`src/rtl/fdiv_norm_round_pack_if.sv`:
```
// Handshake and data bundle between the divider pipeline and the FP divide
// normalize/round/pack stage.
interface fdiv_norm_round_pack_if;
  logic        fdiv;
  logic [31:0] fa;
  logic [31:0] fb;
  logic [1:0]  rm;
  logic [31:0] q;
  logic        q_valid;
  logic [31:0] result;
  logic [4:0]  flags;
  logic        out_valid;
  logic        busy;

  modport master (
    output fdiv, fa, fb, rm, q, q_valid,
    input  result, flags, out_valid, busy
  );

  modport slave (
    input  fdiv, fa, fb, rm, q, q_valid,
    output result, flags, out_valid, busy
  );
endinterface

```
`src/rtl/fdiv_norm_round_pack.sv`:
```
// Back end of the single-precision divider: captures operand sign/exponent/class,
// normalizes and rounds the mantissa quotient, and packs the IEEE result + flags.
module fdiv_norm_round_pack #(
  parameter int BIAS = 127,
  parameter int QW   = 32
) (
  input logic                   clock,
  input logic                   resetn,
  fdiv_norm_round_pack_if.slave bus
);

  localparam logic [2:0] ST_IDLE   = 3'd0;
  localparam logic [2:0] ST_WAIT_Q = 3'd1;
  localparam logic [2:0] ST_NORM   = 3'd2;
  localparam logic [2:0] ST_ROUND  = 3'd3;
  localparam logic [2:0] ST_OUT    = 3'd4;

  // Returns {special, flags[4:0], result[31:0]}; special=0 means divide normally.
  function automatic logic [37:0] classify(input logic [31:0] a, input logic [31:0] b);
    logic s, a_zero, b_zero, a_inf, b_inf, a_nan, b_nan;
    logic [37:0] r;
    s      = a[31] ^ b[31];
    a_zero = (a[30:23] == 8'd0);
    b_zero = (b[30:23] == 8'd0);
    a_inf  = (a[30:23] == 8'hFF) && (a[22:0] == 23'd0);
    b_inf  = (b[30:23] == 8'hFF) && (b[22:0] == 23'd0);
    a_nan  = (a[30:23] == 8'hFF) && (a[22:0] != 23'd0);
    b_nan  = (b[30:23] == 8'hFF) && (b[22:0] != 23'd0);
    if (a_nan || b_nan || (a_zero && b_zero) || (a_inf && b_inf)) begin
      r = {1'b1, 5'b10000, 32'h7FC00000};
    end else if (a_inf) begin
      r = {1'b1, 5'b00000, s, 31'h7F800000};
    end else if (b_zero) begin
      r = {1'b1, 5'b01000, s, 31'h7F800000};
    end else if (a_zero || b_inf) begin
      r = {1'b1, 5'b00000, s, 31'h00000000};
    end else begin
      r = {1'b0, 5'b00000, 32'h00000000};
    end
    return r;
  endfunction

  logic [2:0]        state_r, state_nxt_s;
  logic              s_r;
  logic [1:0]        rm_r;
  logic signed [9:0] e_r;
  logic              special_r;
  logic [31:0]       sp_result_r;
  logic [4:0]        sp_flags_r;
  logic [QW-1:0]     q_r;
  logic [23:0]       m_r;
  logic              g_r, st_r;

  logic [37:0]       class_s;
  logic [9:0]        e_start_s;
  logic              inc_s, to_inf_s, carry_s;
  logic [22:0]       frac_s;
  logic signed [9:0] e_rnd_s;
  logic [31:0]       pack_result_s;
  logic [4:0]        pack_flags_s;

  logic [31:0]       result_r;
  logic [4:0]        flags_r;
  logic              out_valid_r;
  logic              busy_r;

  assign class_s   = classify(bus.fa, bus.fb);
  assign e_start_s = {2'b00, bus.fa[30:23]} - {2'b00, bus.fb[30:23]} + 10'(BIAS);

  // Next-state logic; special operands use the ROUND slot as a pack cycle so
  // they report two cycles after fdiv.
  always_comb begin
    state_nxt_s = state_r;
    case (state_r)
      ST_IDLE: begin
        if (bus.fdiv) begin
          state_nxt_s = class_s[37] ? ST_ROUND : ST_WAIT_Q;
        end else begin
          state_nxt_s = ST_IDLE;
        end
      end
      ST_WAIT_Q: begin
        if (bus.q_valid) begin
          state_nxt_s = ST_NORM;
        end else begin
          state_nxt_s = ST_WAIT_Q;
        end
      end
      ST_NORM:  state_nxt_s = ST_ROUND;
      ST_ROUND: state_nxt_s = ST_OUT;
      ST_OUT:   state_nxt_s = ST_IDLE;
      default:  state_nxt_s = ST_IDLE;
    endcase
  end

  // Rounding increment and overflow direction from the latched rounding mode.
  always_comb begin
    inc_s    = 1'b0;
    to_inf_s = 1'b0;
    case (rm_r)
      2'b00: begin inc_s = g_r & (st_r | m_r[0]);  to_inf_s = 1'b1;  end
      2'b01: begin inc_s = 1'b0;                   to_inf_s = 1'b0;  end
      2'b10: begin inc_s = s_r & (g_r | st_r);     to_inf_s = s_r;   end
      2'b11: begin inc_s = ~s_r & (g_r | st_r);    to_inf_s = ~s_r;  end
      default: begin inc_s = 1'b0;                 to_inf_s = 1'b0;  end
    endcase
  end

  // All-ones mantissa plus one wraps the fraction to zero, which is exactly 1.0 of the next binade.
  assign carry_s = inc_s & (m_r == 24'hFFFFFF);
  assign frac_s  = m_r[22:0] + {22'd0, inc_s};

  // Final exponent and range-checked packing.
  always_comb begin
    pack_result_s = 32'h00000000;
    pack_flags_s  = 5'b00000;
    if (carry_s) begin
      e_rnd_s = e_r + 10'sd1;
    end else begin
      e_rnd_s = e_r;
    end
    if (special_r) begin
      pack_result_s = sp_result_r;
      pack_flags_s  = sp_flags_r;
    end else if (e_rnd_s >= 10'sd255) begin
      pack_flags_s  = 5'b00101;
      pack_result_s = to_inf_s ? {s_r, 31'h7F800000} : {s_r, 31'h7F7FFFFF};
    end else if (e_rnd_s <= 10'sd0) begin
      pack_flags_s  = 5'b00011;
      pack_result_s = {s_r, 31'h00000000};
    end else begin
      pack_flags_s  = {4'b0000, g_r | st_r};
      pack_result_s = {s_r, e_rnd_s[7:0], frac_s};
    end
  end

  // Operand capture, quotient capture and normalization.
  always_ff @(posedge clock or negedge resetn) begin
    if (!resetn) begin
      state_r     <= ST_IDLE;
      s_r         <= 1'b0;
      rm_r        <= 2'b00;
      e_r         <= 10'sd0;
      special_r   <= 1'b0;
      sp_result_r <= 32'h00000000;
      sp_flags_r  <= 5'b00000;
      q_r         <= '0;
      m_r         <= 24'd0;
      g_r         <= 1'b0;
      st_r        <= 1'b0;
    end else begin
      state_r <= state_nxt_s;
      if (state_r == ST_IDLE && bus.fdiv) begin
        s_r         <= bus.fa[31] ^ bus.fb[31];
        rm_r        <= bus.rm;
        e_r         <= $signed(e_start_s);
        special_r   <= class_s[37];
        sp_flags_r  <= class_s[36:32];
        sp_result_r <= class_s[31:0];
      end
      if (state_r == ST_WAIT_Q && bus.q_valid) begin
        q_r <= bus.q;
      end
      if (state_r == ST_NORM) begin
        if (q_r[QW-1]) begin
          m_r  <= q_r[QW-1 -: 24];
          g_r  <= q_r[QW-25];
          st_r <= |q_r[QW-26:0];
        end else begin
          m_r  <= q_r[QW-2 -: 24];
          g_r  <= q_r[QW-26];
          st_r <= |q_r[QW-27:0];
          e_r  <= e_r - 10'sd1;
        end
      end
    end
  end

  // Registered outputs: result/flags load as OUT is entered and hold until the next one.
  always_ff @(posedge clock or negedge resetn) begin
    if (!resetn) begin
      result_r    <= 32'h00000000;
      flags_r     <= 5'b00000;
      out_valid_r <= 1'b0;
      busy_r      <= 1'b0;
    end else begin
      out_valid_r <= (state_r == ST_ROUND);
      busy_r      <= (state_nxt_s != ST_IDLE);
      if (state_r == ST_ROUND) begin
        result_r <= pack_result_s;
        flags_r  <= pack_flags_s;
      end
    end
  end

  assign bus.result    = result_r;
  assign bus.flags     = flags_r;
  assign bus.out_valid = out_valid_r;
  assign bus.busy      = busy_r;

endmodule

```
`src/flat_wrapper.sv`:
```
// flat-port wrapper written by rule: the top's interface ports become plain ports
module fdiv_norm_round_pack_flat 
#(
  parameter int BIAS = 127,
  parameter int QW   = 32
)
  (clock, resetn, bus_fdiv, bus_fa, bus_fb, bus_rm, bus_q, bus_q_valid, bus_result, bus_flags, bus_out_valid, bus_busy);
  fdiv_norm_round_pack_if bus_i ();
  input logic clock;
  input logic resetn;
  input wire logic [$bits(bus_i.fdiv)-1:0] bus_fdiv;
  input wire logic [$bits(bus_i.fa)-1:0] bus_fa;
  input wire logic [$bits(bus_i.fb)-1:0] bus_fb;
  input wire logic [$bits(bus_i.rm)-1:0] bus_rm;
  input wire logic [$bits(bus_i.q)-1:0] bus_q;
  input wire logic [$bits(bus_i.q_valid)-1:0] bus_q_valid;
  output wire logic [$bits(bus_i.result)-1:0] bus_result;
  output wire logic [$bits(bus_i.flags)-1:0] bus_flags;
  output wire logic [$bits(bus_i.out_valid)-1:0] bus_out_valid;
  output wire logic [$bits(bus_i.busy)-1:0] bus_busy;
  assign bus_i.fdiv = bus_fdiv;
  assign bus_i.fa = bus_fa;
  assign bus_i.fb = bus_fb;
  assign bus_i.rm = bus_rm;
  assign bus_i.q = bus_q;
  assign bus_i.q_valid = bus_q_valid;
  assign bus_result = bus_i.result;
  assign bus_flags = bus_i.flags;
  assign bus_out_valid = bus_i.out_valid;
  assign bus_busy = bus_i.busy;
  fdiv_norm_round_pack #(.BIAS(BIAS), .QW(QW)) u_core (.clock(clock), .resetn(resetn), .bus(bus_i));
endmodule
```
`config.mk`:
```
export PLATFORM = sky130hd
export DESIGN_NAME = fdiv_norm_round_pack_flat
export DESIGN_NICKNAME = d
export VERILOG_FILES = /design/src/rtl/fdiv_norm_round_pack_if.sv /design/src/rtl/fdiv_norm_round_pack.sv /design/src/flat_wrapper.sv
export SDC_FILE = /design/constraint.sdc
export NUM_CORES = 1
export LEC_CHECK = 0
export ABC_AREA = 0
export BUFFER_PORTS_ARGS = -buffer_cell sky130_fd_sc_hd__buf_2
export CELL_PAD_IN_SITES_DETAIL_PLACEMENT = 1
export CELL_PAD_IN_SITES_GLOBAL_PLACEMENT = 1
export CORE_ASPECT_RATIO = 1.25
export CORE_UTILIZATION = 40
export DETAILED_ROUTE_END_ITERATION = 10
export GPL_TIMING_DRIVEN = 0
export PLACE_DENSITY = 0.81
export SYNTH_ARGS = -nofsm -noshare
export SYNTH_HDL_FRONTEND = slang
export SYNTH_SLANG_ARGS = --single-unit
```
`constraint.sdc`:
```
create_clock -name clock -period 7 [get_ports clock]
set_input_delay 0.7 -clock clock [delete_from_list [all_inputs] [get_ports clock]]
set_output_delay 0.7 -clock clock [all_outputs]
set_load 0.03 [all_outputs]
```
Word-level counts from Yosys, hierarchy flattened
Cells that the tools add are included.

operators by class
  add/subtract/negate cells = 5
  $mul = 0
  divide/modulo/power cells = 0
  $lt $le $gt $ge = 2
  equality and inequality tests = 9
  shifts and indexed selects = 0
  mux-type cells = 24
  bitwise logic cells = 8
  reduce and logical (&&, ||, !) cells = 23

operator list
  operator                                                         count
  two-way mux 38 bit                                               4
  two-way mux 31 bit                                               2
  two-way mux 24 bit                                               2
  zero test 23 bit                                                 2
  nonzero test 23 bit                                              2
  two-way mux 10 bit                                               4
  two-way mux 32 bit                                               1
  equality test 24 bit, second input constant                      1
  adder 23 x 1 -> 23 bit                                           1
  equality test 8 bit, second input constant                       2
  zero test 8 bit                                                  2
  case mux 3 bit (4 select lines)                                  1
  adder 10 x 2 -> 10 bit, second input constant                    1
  adder 10 x 7 -> 10 bit, second input constant                    1
  >= comparator 10 x 9 -> 1 bit, second input constant             1
  less-or-equal comparator 10 x 1 -> 1 bit, second input constant  1
  two-way mux 5 bit                                                2
  subtractor 10 x 2 -> 10 bit, second input constant               1
  subtractor 8 x 8 -> 9 bit                                        1
  logical AND 1 bit                                                8
  case mux 1 bit (4 select lines)                                  2
  OR reduction 7 bit                                               1
  equality test 3 x 2 -> 1 bit, second input constant              2
  two-way mux 2 bit                                                3
  other kinds (14)                                                 23

word-level totals
  bits in registers = 151
  latch bits = 0
  RAM bits = 0
  ROM bits = 0
  input port bits = 102
  output and inout port bits = 39
  word-level logic and storage cells = 86
  memories kept = 0

Longest topological paths before layout
Gate-level depths: netlist (run 1).

  depth in word-level cells = 11
  mapped depth = 12
  gate-level depth less buffers = 12

Least setup slack after synthesis (run 1)
Ideal clock, no wire load.

  path type = input -> register
  start = input port bus_fa[23]
  end = register u_core.e_r[9]
  setup time = 0.087 ns
  arrival time = 2.768 ns
  data required time = 6.913 ns
  setup slack = 4.145 ns
  stages = 11
  buffers on the path = 0
  cell sequence = inv_1 -> ha_1 -> inv_1 -> fa_1 -> a21o_1 -> a21oi_1 -> xnor2_1 -> nor3_1 -> nand3_1 -> a2111o_1 -> a22oi_1

between the ends
  longest elaborated chain between the ends = 5

RTL lines
  item                           line                         text
  start, declared                flat_wrapper.sv:12           input wire logic [$bits(bus_i.fa)-1:0] bus_fa;
  subtractor 8 x 8 -> 9 bit (*)  fdiv_norm_round_pack.sv:68   assign e_start_s = {2'b00, bus.fa[30:23]} - {2'b00, bus.fb[30:23]} + 10'(BIAS);
  adder 10 x 7 -> 10 bit (*)     fdiv_norm_round_pack.sv:68
  two-way mux 10 bit (*)         fdiv_norm_round_pack.sv:153  if (state_r == ST_IDLE && bus.fdiv) begin
  two-way mux 10 bit             fdiv_norm_round_pack.sv:165  if (q_r[QW-1]) begin
  two-way mux 10 bit (*)         fdiv_norm_round_pack.sv:164  if (state_r == ST_NORM) begin
  end signal, assigned           fdiv_norm_round_pack.sv:156  e_r <= $signed(e_start_s);
  end signal, assigned           fdiv_norm_round_pack.sv:173  e_r <= e_r - 10'sd1;
  end, declared                  fdiv_norm_round_pack.sv:46   logic signed [9:0] e_r;

Mark *: on every way between the ends. The rest lies on a longest branch, timed or not.
A chain may end at the register's enable or synchronous reset.

Worst setup path in the final report (run 1)
  start = register u_core.m_r[6]
  end = register u_core.result_r[11] (netlist: u_core.bus.result[11])

between the ends
  longest elaborated chain between the ends = 7
  elaborated cells between the ends (all ways) = 9
  classes of those cells = 1 x add/sub; 2 x order compare; 1 x eq/ne; 4 x mux; 1 x bitwise

RTL lines
  item                                      line                         text
  start, declared                           fdiv_norm_round_pack.sv:51   logic [23:0] m_r;
  start signal, assigned                    fdiv_norm_round_pack.sv:166  m_r <= q_r[QW-1 -: 24];
  start signal, assigned                    fdiv_norm_round_pack.sv:170  m_r <= q_r[QW-2 -: 24];
  equality test 24 bit                      fdiv_norm_round_pack.sv:110  assign carry_s = inc_s & (m_r == 24'hFFFFFF);
  AND 1 bit                                 fdiv_norm_round_pack.sv:110
  two-way mux 10 bit                        fdiv_norm_round_pack.sv:117  if (carry_s) begin
  less-or-equal comparator 10 x 1 -> 1 bit  fdiv_norm_round_pack.sv:128  end else if (e_rnd_s <= 10'sd0) begin
  two-way mux 31 bit                        fdiv_norm_round_pack.sv:128
  two-way mux 31 bit (*)                    fdiv_norm_round_pack.sv:125  end else if (e_rnd_s >= 10'sd255) begin
  two-way mux 32 bit (*)                    fdiv_norm_round_pack.sv:122  if (special_r) begin
  end signal, assigned                      fdiv_norm_round_pack.sv:190  result_r <= pack_result_s;
  end, declared                             fdiv_norm_round_pack.sv:62   logic [31:0] result_r;

Marks and branches as above.

==> metrics.txt, run 1 <==
status=complete, no violations; # DRC=0; reg2reg path depth=9; Largest stage delay, worst path=around 470 ps; Core Rows=52; Yosys warning total=0; net switching power=between 0.0015 and 0.002 W; most frequent CP cell=nand4_1; Synth area leaders=dfrtp_1 43%, mux2_2 5.3%, a21oi_1 4.8%, nand2_1 4.1%, mux2i_1 3.8%; Routed WL=19.9 mm; Crit. End Element=flip-flop; num ports=141; 1st-iter DRT viols=232; slowest CP cell=dfrtp_1; sequential share of the synthesized area=0.434; total of max-cap violations=0; global-route total usage across every layer=0.239; Yosys reg bits=118; aggregate global routing overflow=0; Yosys cell types=72; DP Worst Slack=around 3600 ps; P&R area growth vs syn=23.9%; power share of the clock group=0.226; Clock Tree Buf Depth=2; Critical Path Start=u_core.m_r[6]; switching share of power=0.427; Synth Instances=~700; P_leak=3.73 nW; max-slew violation count=0; Clock Latency Late Sink=420 ps; Clock Sink Count=around 120; synthesized net count=817; cts hold-fix bufs=0; initial antenna violation count=0; CP cell instances=nand4_1 > nor4_1 > nand4_1 > o21a_1 > nor4_4 > a41oi_2 > buf_2 > a21oi_1 > o21ai_2; Initial Util=0.415; final cell count without fillers=1090; HP Class=in2async; DIE WIDTH=around 120 µm; Fillers=around 2000; CP max FO=10; PD cells=481 nW/µm²; most frequent cells in the layout=141 x buf_2, 118 x dfrtp_1, 75 x nand2_1, 65 x a21oi_1, 63 x nor2_1; CTS tree=yes; WL per Instance=18.2 µm; vias in the first global route=6518; launch point of the worst reg-to-reg path=u_core.m_r[6]; CTS Root Cell=clkbuf_16; Yosys top cell area share=0.434; # diodes=0; Post-CTS Setup Bufs=0; crit path DAT=between 3000 and 4000 ps; synthesized area=6800 µm²; Synth area leader=dfrtp_1; EDFF count, synth=0; routed vias=a little over 6000; Reg clk slew, reported paths=60 ps; htree depth=4; leading cell type in the layout, fill and taps excluded=buf_2; post-DP HPWL=14.8 mm; Main synth FF type=dfrtp_1; critical path launch point type=flip-flop; P_int=0.00232 W; first-pass GRT wire length=32.8 mm; Max VDD drop=0.209 mV; share of layout cells above drive strength 1=0.296; Gate power share=0.451; Final Critical Period=between 3000 and 4000 ps; period utilisation layout=0.461; Req. time, crit path=between 7000 and 8000 ps; type of the worst setup path=reg2reg; cell depth of the worst setup path=9; cell family contributing the most delay on the critical path=simple AND/OR/NAND/NOR gates; CTS Buf Count=17; setup TNS=0 ps; CTS resizes=0; Via density=5.56; Critical path buffers and inverters=1; Pre-antenna DRT Iters=4; PnR worst setup slack=between 3000 and 4000 ps; worst rel slew slack=0.355; die area=17500 µm²; Max Fclk=310 MHz; Clock Skew=11.0 ps; I/O Buffers=140; post-synthesis async set-or-reset flop share=1.00; placed insts=1058; Finish-stage setup viols=0; Post-DRT Antenna Nets=0; Avg Inst Size Synth=9.70 µm²; RePlAce Congestion=0.862; Final Hold Fails=0; RSZ-0062 raised after global routing=false; worst-margin pin slew=954 ps; Seq pwr share=0.323; largest net degree at the start of global routing=67; Die Span Y=about 150 µm; NumNets Final=977; WHS=213 ps; area of the core=16400 µm²
-- path summary, 6_finish.rpt --
path	to	slack [ps]
max in group asynchronous	u_core.q_r[20]	6070
setup / recovery	u_core.bus.result[11]	3770
min in group clock	u_core.bus.result[12]	480
hold reg to reg	u_core.bus.result[12]	480
setup reg to reg	u_core.bus.result[11]	3770
hold / removal	u_core.e_r[7]	210
-- through the flow --
stage | area (µm²) | utilization | total power, W
after floorplan | 6800 | - | 0.00257
after global placement | 7770 | 0.474 | 0.00304
after detailed placement | 7800 | 0.476 | 0.00311
after CTS | 8420 | 0.514 | 0.00407
after global routing | 8420 | 0.514 | 0.00431
final | 8420 | 0.514 | 0.00405
-- flip-flops by register name, summed over array words and instances, names as in the netlist, 2 cells and up --
| signal | count |
|---|---|
| u_core.bus.flags | 5 |
| u_core.bus.result | 32 |
| u_core.e_r | 10 |
| u_core.m_r | 24 |
| u_core.q_r | 32 |
| u_core.rm_r | 2 |
| u_core.sp_result_r | 3 |
| u_core.state_r | 3 |
-- power by group through the flow --
stage | Clock [W] | Sequential (W) | Combinational, W
floorplan | 0 | 0.00140 | 0.00117
global placement | 0 | 0.00129 | 0.00175
detailed placement | 0 | 0.00131 | 0.00180
CTS | 0.000924 | 0.00131 | 0.00184
global route | 0.000951 | 0.00135 | 0.00201
finish | 0.000915 | 0.00131 | 0.00183
-- synthesized netlist by cell type, drive strengths merged, types with 17 or more instances --
library cell    n
a21oi          65
clkbuf         31
dfrtp         118
mux2           32
mux2i          26
nand2          75
nand3          22
nand4          19
nor2           63
nor3           17
nor4           20
o21ai          39
xnor2          28
-- final cells by class --
| cell class | instances | area (µm²) | area share |
|---|---|---|---|
| multi-input combinational | 528 | 3520 | 0.418 |
| timing repair buffer | 141 | 734 | 0.0872 |
| buffer | 38 | 256 | 0.0305 |
| tap | 216 | 270 | 0.0321 |
| clock buffer | 22 | 474 | 0.0563 |
| inverter | 17 | 63.8 | 0.00758 |
| sequential | 118 | 2950 | 0.351 |
| clock inverter | 10 | 144 | 0.0171 |
-- metal layers --
metal  vias to the layer above  routed length, µm  track usage
li1                       2847                  -            -
met1                      2984               7930        0.269
met2                       188              10400        0.435
met3                        40                978       0.0486
met4                         0                524        0.101
met5                         -                  0            0
-- cells by family (layout without fill, tap and decap cells) --
| kind of cell | Yosys count | count (layout) | share of synthesized area |
|---|---|---|---|
| buffers and inverters | 55 | 228 | 0.0471 |
| xor gates and xnor gates | 40 | 40 | 0.0527 |
| adders and majority gates | 14 | 14 | 0.0269 |
| and+or+nand+nor | 263 | 263 | 0.197 |
| AOI/OAI and AO/OA | 153 | 153 | 0.151 |
| DFF | 118 | 118 | 0.434 |
| muxes | 58 | 58 | 0.0913 |
No activity file was read; power rests on OpenSTA's default activity.
==> run 2, diff against run 1 <==
Clock period 7 ns to 3.35 ns, I/O delays scaled along.
==> run 2 against run 1 <==
Net effect: fmax grew 6.1%; largest power group unchanged; global-route usage is essentially flat; power grew 110%; clock-buffer cell count did not move; clock power is 110% higher; sequential share of layout area fell by 0.12 points; combinational power is 110% higher.
==> metrics.txt, run 2 (synthesis results as in run 1) <==
Die Span Y=148 µm; initial antenna violation count=0; RSZ-0062 raised after global routing=false; cell depth of the worst setup path=12; Initial Util=0.415; Max VDD drop=around 0.43 mV; Final Hold Fails=0; period utilisation layout=0.907; post-layout instance area=between 8000 and 9000 µm²; hold path start=bus_rm[1]; total of max-cap violations=0; PD cells=1000 nW/µm²; HP Class=in2reg; Clock Latency Late Sink=420 ps; first-pass GRT wire length=approximately 33 mm; I/O Buffers=between 100 and 150; share of layout cells above drive strength 1=0.299; Clock Sink Count=118; leading cell type in the layout, fill and taps excluded=buf_2; Fillers=1974; CP cell instances=and2b_1 > xnor2_1 > and2_2 > ha_1 > ha_1 > nand2_1 > nor2_1 > nand2_1 > nor2_1 > xor2_1 > a21oi_1 > o21ai_2; final core occ=0.515; Finish-stage setup viols=0; slowest CP cell=dfrtp_1; most frequent cells in the layout=141 x buf_2, 118 x dfrtp_1, 75 x nand2_1, 65 x a21oi_1, 63 x nor2_1; Req. time, crit path=3660 ps; Clock Tree Buf Depth=2; setup TNS=0 ps; Crit. End Element=flip-flop; P&R area growth vs syn=24.3%; launch point of the worst reg-to-reg path=u_core.rm_r[1]; Max Fclk=329 MHz; CP max FO=5; DIE WIDTH=119 µm; area of the core=16400 µm²; htree depth=4; worst-margin pin slew=942 ps; Pwr Total=approximately 0.0085 W; Critical Path Start=u_core.rm_r[1]; global-route total usage across every layer=0.239; # diodes=0; RePlAce Congestion=0.862; 1st-iter DRT viols=244; vias in the first global route=6529; Via density=5.55; largest net degree at the start of global routing=67; WHS Path Cells=3; DP Area=7800 µm²; WL per Instance=between 15 and 20 µm; CTS tree=yes; max-slew violation count=0; worst rel slew slack=0.363; Final Critical Period=approximately 3000 ps; num ports=141; CTS Buf Count=17; status=complete, no violations; Post-DRT Antenna Nets=0; Reg clk slew, reported paths=60 ps; Routed WL=20.0 mm; Critical path buffers and inverters=0; NumNets Final=980; aggregate global routing overflow=0; type of the worst setup path=reg2reg; Core Rows=52; # DRC=0; die area=17500 µm²; CTS resizes=0; placed insts=1058; routed vias=6071; P_leak=approximately 3.7 nW; Largest stage delay, worst path=430 ps; final cell count without fillers=1093; Clock Skew=between 10 and 15 ps; Pre-antenna DRT Iters=4; CTS Root Cell=clkbuf_16; reg2reg path depth=12; post-DP HPWL=14.8 mm; critical path launch point type=flip-flop; cell family contributing the most delay on the critical path=simple AND/OR/NAND/NOR gates; crit path DAT=3350 ps
## run 2: worst reg2reg max path: stages, from the launching register on
cell	delay (ps)
dfrtp_1	430
and2b_1	190
xnor2_1	370
and2_2	250
ha_1	240
ha_1	270
nand2_1	110
nor2_1	380
nand2_1	180
nor2_1	150
xor2_1	80
a21oi_1	210
o21ai_2	60
## run 2: timing repair
| action | CTS | global route |
|---|---|---|
| hold endpoints to repair | 52 | 0 |
| hold buffers | 1 | 0 |
| buffers inserted | 0 | 3 |
| setup endpoints to repair | 0 | 27 |
## run 2: per-layer routing
metal  vias to the layer above  GRT usage  share of wire
li1                       2850          -              -
met1                      2999      0.269           0.40
met2                       189      0.437           0.53
met3                        33     0.0486          0.048
met4                         0      0.101          0.023
met5                         -          0              0
## run 2: path summary, 6_finish.rpt
| check | endpoint | slack (ps) |
|---|---|---|
| min in group asynchronous | u_core.e_r[7] | 430 |
| min reg2reg | u_core.bus.result[12] | 480 |
| max reg2reg | u_core.bus.result[20] | 310 |
| min | u_core.rm_r[1] | 110 |
| max in group asynchronous | u_core.q_r[20] | 2200 |
| max | u_core.bus.result[20] | 310 |
## run 2: power breakdown
| group | switching (W) | internal, W |
|---|---|---|
| combinational | 0.00227 | 0.00154 |
| clock | 0.000680 | 0.00123 |
| sequential | 0.000661 | 0.00209 |
| total | 0.00361 | 0.00486 |
## run 2: cell type report
class / count / area (µm²) / share of cell area
multi-input cells: 528 / 3520 / 0.417
flip-flops and latches: 118 / 2950 / 0.350
repair buffers: 145 / 767 / 0.0908
clock buffers: 22 / 474 / 0.0561
well taps: 216 / 270 / 0.0320
plain buffers: 37 / 253 / 0.0299
clock inverters: 10 / 144 / 0.0170
inverters: 17 / 63.8 / 0.00755
## run 2: through the flow
| stage | hold WS, ps | setup WS (ps) |
|---|---|---|
| 5_1_grt | 119 | 65.1 |
| 3_5_place_dp | 317 | 233 |
| 4_1_cts | 101 | 168 |
| 6_report | 114 | 311 |
| 2_1_floorplan | 39.4 | 648 |
| 3_3_place_gp | 455 | 230 |
==> run 3, diff against run 2 <==
Settings changed: CORE_UTILIZATION 40 to 35, PLACE_DENSITY 0.81 to 0.73.
==> run 3 against run 2 <==
Net effect: flip-flop and latch count did not move; hold slack improved by 6.7 ps; largest power group unchanged; power fell by 1.3%.
==> metrics.txt, run 3 (synthesis results as in run 1) <==
largest net degree at the start of global routing=78; Critical Path End=u_core.bus.result[22]; htree depth=4; Via density=5.29; Critical Path Start=u_core.rm_r[1]; Critical path buffers and inverters=0; post-DP HPWL=14.9 mm; CTS Buf Count=17; Req. time, crit path=3660 ps; setup TNS=0 ps; # DRC=0; Core Rows=56; 1st-iter DRT viols=268; critical path launch point type=flip-flop; slowest CP cell=dfrtp_1; Max Fclk=322 MHz; P&R area growth vs syn=24.5%; Clock Skew=11.6 ps; I/O Buffers=between 100 and 150; Initial Util=0.359; max-slew violation count=0; Clock Tree Buf Depth=2; CP max FO=5; P_leak=3.75 nW; area of the core=18900 µm²; NumNets Final=980; # diodes=0; routed vias=5865; cell family contributing the most delay on the critical path=simple AND/OR/NAND/NOR gates; worst-margin pin slew=806 ps; worst reg2reg setup slack=240 ps; CTS Root Cell=clkbuf_16; HP Class=in2reg; type of the worst setup path=reg2reg; num ports=141; Clock Latency Late Sink=approximately 420 ps; RSZ-0062 raised after global routing=false; placed insts=1074; Clock Sink Count=118; share of layout cells above drive strength 1=0.301; most frequent cells in the layout=141 x buf_2, 118 x dfrtp_1, 75 x nand2_1, 65 x a21oi_1, 63 x nor2_1; post-layout instance area=8460 µm²; leading cell type in the layout, fill and taps excluded=buf_2; worst rel slew slack=0.455; RePlAce Congestion=about 0.85; Fillers=2198; first-pass GRT wire length=31.3 mm; CTS tree=yes; CP cell instances=and2b_1 > xnor2_1 > and2_2 > ha_1 > ha_1 > nand2_1 > nor2_1 > nand2_1 > nor2_1 > xor2_1 > a21oi_1 > o21ai_2; status=complete, no violations; Largest stage delay, worst path=420 ps; aggregate global routing overflow=0; vias in the first global route=slightly above 6000; Worst R2R End=u_core.bus.result[22]; launch point of the worst reg-to-reg path=u_core.rm_r[1]; cell depth of the worst setup path=12; register area=2950 µm²; Die Span Y=about 160 µm; WL per Instance=17.2 µm; Crit. End Element=flip-flop; period utilisation layout=0.927; Finish-stage setup viols=0; Final Hold Fails=0; total of max-cap violations=0; final cell count without fillers=1109; initial antenna violation count=0; die area=between 15000 and 20000 µm²; multi-input logic area=3530 µm²; global-route total usage across every layer=0.202; Reg clk slew, reported paths=60 ps; crit path DAT=3410 ps; PD cells=988 nW/µm²; Final Critical Period=about 3100 ps; DIE WIDTH=127 µm; Max VDD drop=around 0.42 mV; reg2reg path depth=12; Post-DRT Antenna Nets=0; Routed WL=between 15 and 20 mm; DP Area=7820 µm²; Pre-antenna DRT Iters=4
## run 3: cell types whose count changed in the layout (fill, tap and decap cells not counted), sizes merged
cell,before,now
buf,150,149
clkinv,3,9
clkinvlp,3,1
clkbuf,52,49
## run 3: worst min-delay path by stage
stage | from | cells after the start | slack, ps | to
2_1_floorplan | resetn | 0 | 40 | u_core.bus.busy
3_3_place_gp | u_core.bus.result[9] | 2 | 460 | u_core.bus.result[9]
3_5_place_dp | resetn | 1 | 280 | u_core.e_r[7]
4_1_cts | bus_rm[0] | 3 | 120 | u_core.rm_r[0]
5_1_grt | bus_rm[0] | 3 | 130 | u_core.rm_r[0]
6_report | bus_rm[0] | 3 | 120 | u_core.rm_r[0]
## run 3: stage by stage
stage / utilization / hold WS, ps / total power (W) / setup slack, ps
detailed placement: 0.413 / 277 / 0.00650 / 195
global route: 0.447 / 125 / 0.00892 / 31.4
global placement: 0.412 / 456 / 0.00639 / 194
floorplan: - / 39.4 / 0.00537 / 648
CTS: 0.446 / 117 / 0.00844 / 155
finish: 0.447 / 121 / 0.00836 / 244
## run 3: what timing repair did
action | in CTS | in global routing
hold buffers | 1 | 0
setup endpoints to repair | 0 | 26
gates resized for setup | 0 | 1
hold endpoints to repair | 41 | 0
setup buffers | 0 | 2
## run 3: per-layer routing
| layer | part of all wire | track usage |
|---|---|---|
| met5 | 0 | 0 |
| met4 | 0.020 | 0.0763 |
| met2 | 0.51 | 0.370 |
| met3 | 0.037 | 0.0335 |
| met1 | 0.43 | 0.237 |
## run 3: final cells by class
type | count | area share
repair buffers | 144 | 0.0897
clock buffers | 18 | 0.0519
multi-input cells | 528 | 0.417
well taps | 232 | 0.0343
inverters | 17 | 0.00754
flip-flops and latches | 118 | 0.349
plain buffers | 38 | 0.0303
clock inverters | 14 | 0.0205
## run 3: report_power, final
group	switching, W	leakage, nW	internal [W]
Combinational	0.00223	2.05	0.00153
Clock	0.000700	0.301	0.00119
Sequential	0.000621	1.41	0.00209
## run 3: worst reg2reg max path, cell delays in order (launching register included)
cell     delay [ps]
dfrtp_1         420
and2b_1         180
xnor2_1         400
and2_2          260
ha_1            270
ha_1            280
nand2_1         120
nor2_1          390
nand2_1         200
nor2_1          150
xor2_1           80
a21oi_1         180
o21ai_2          60
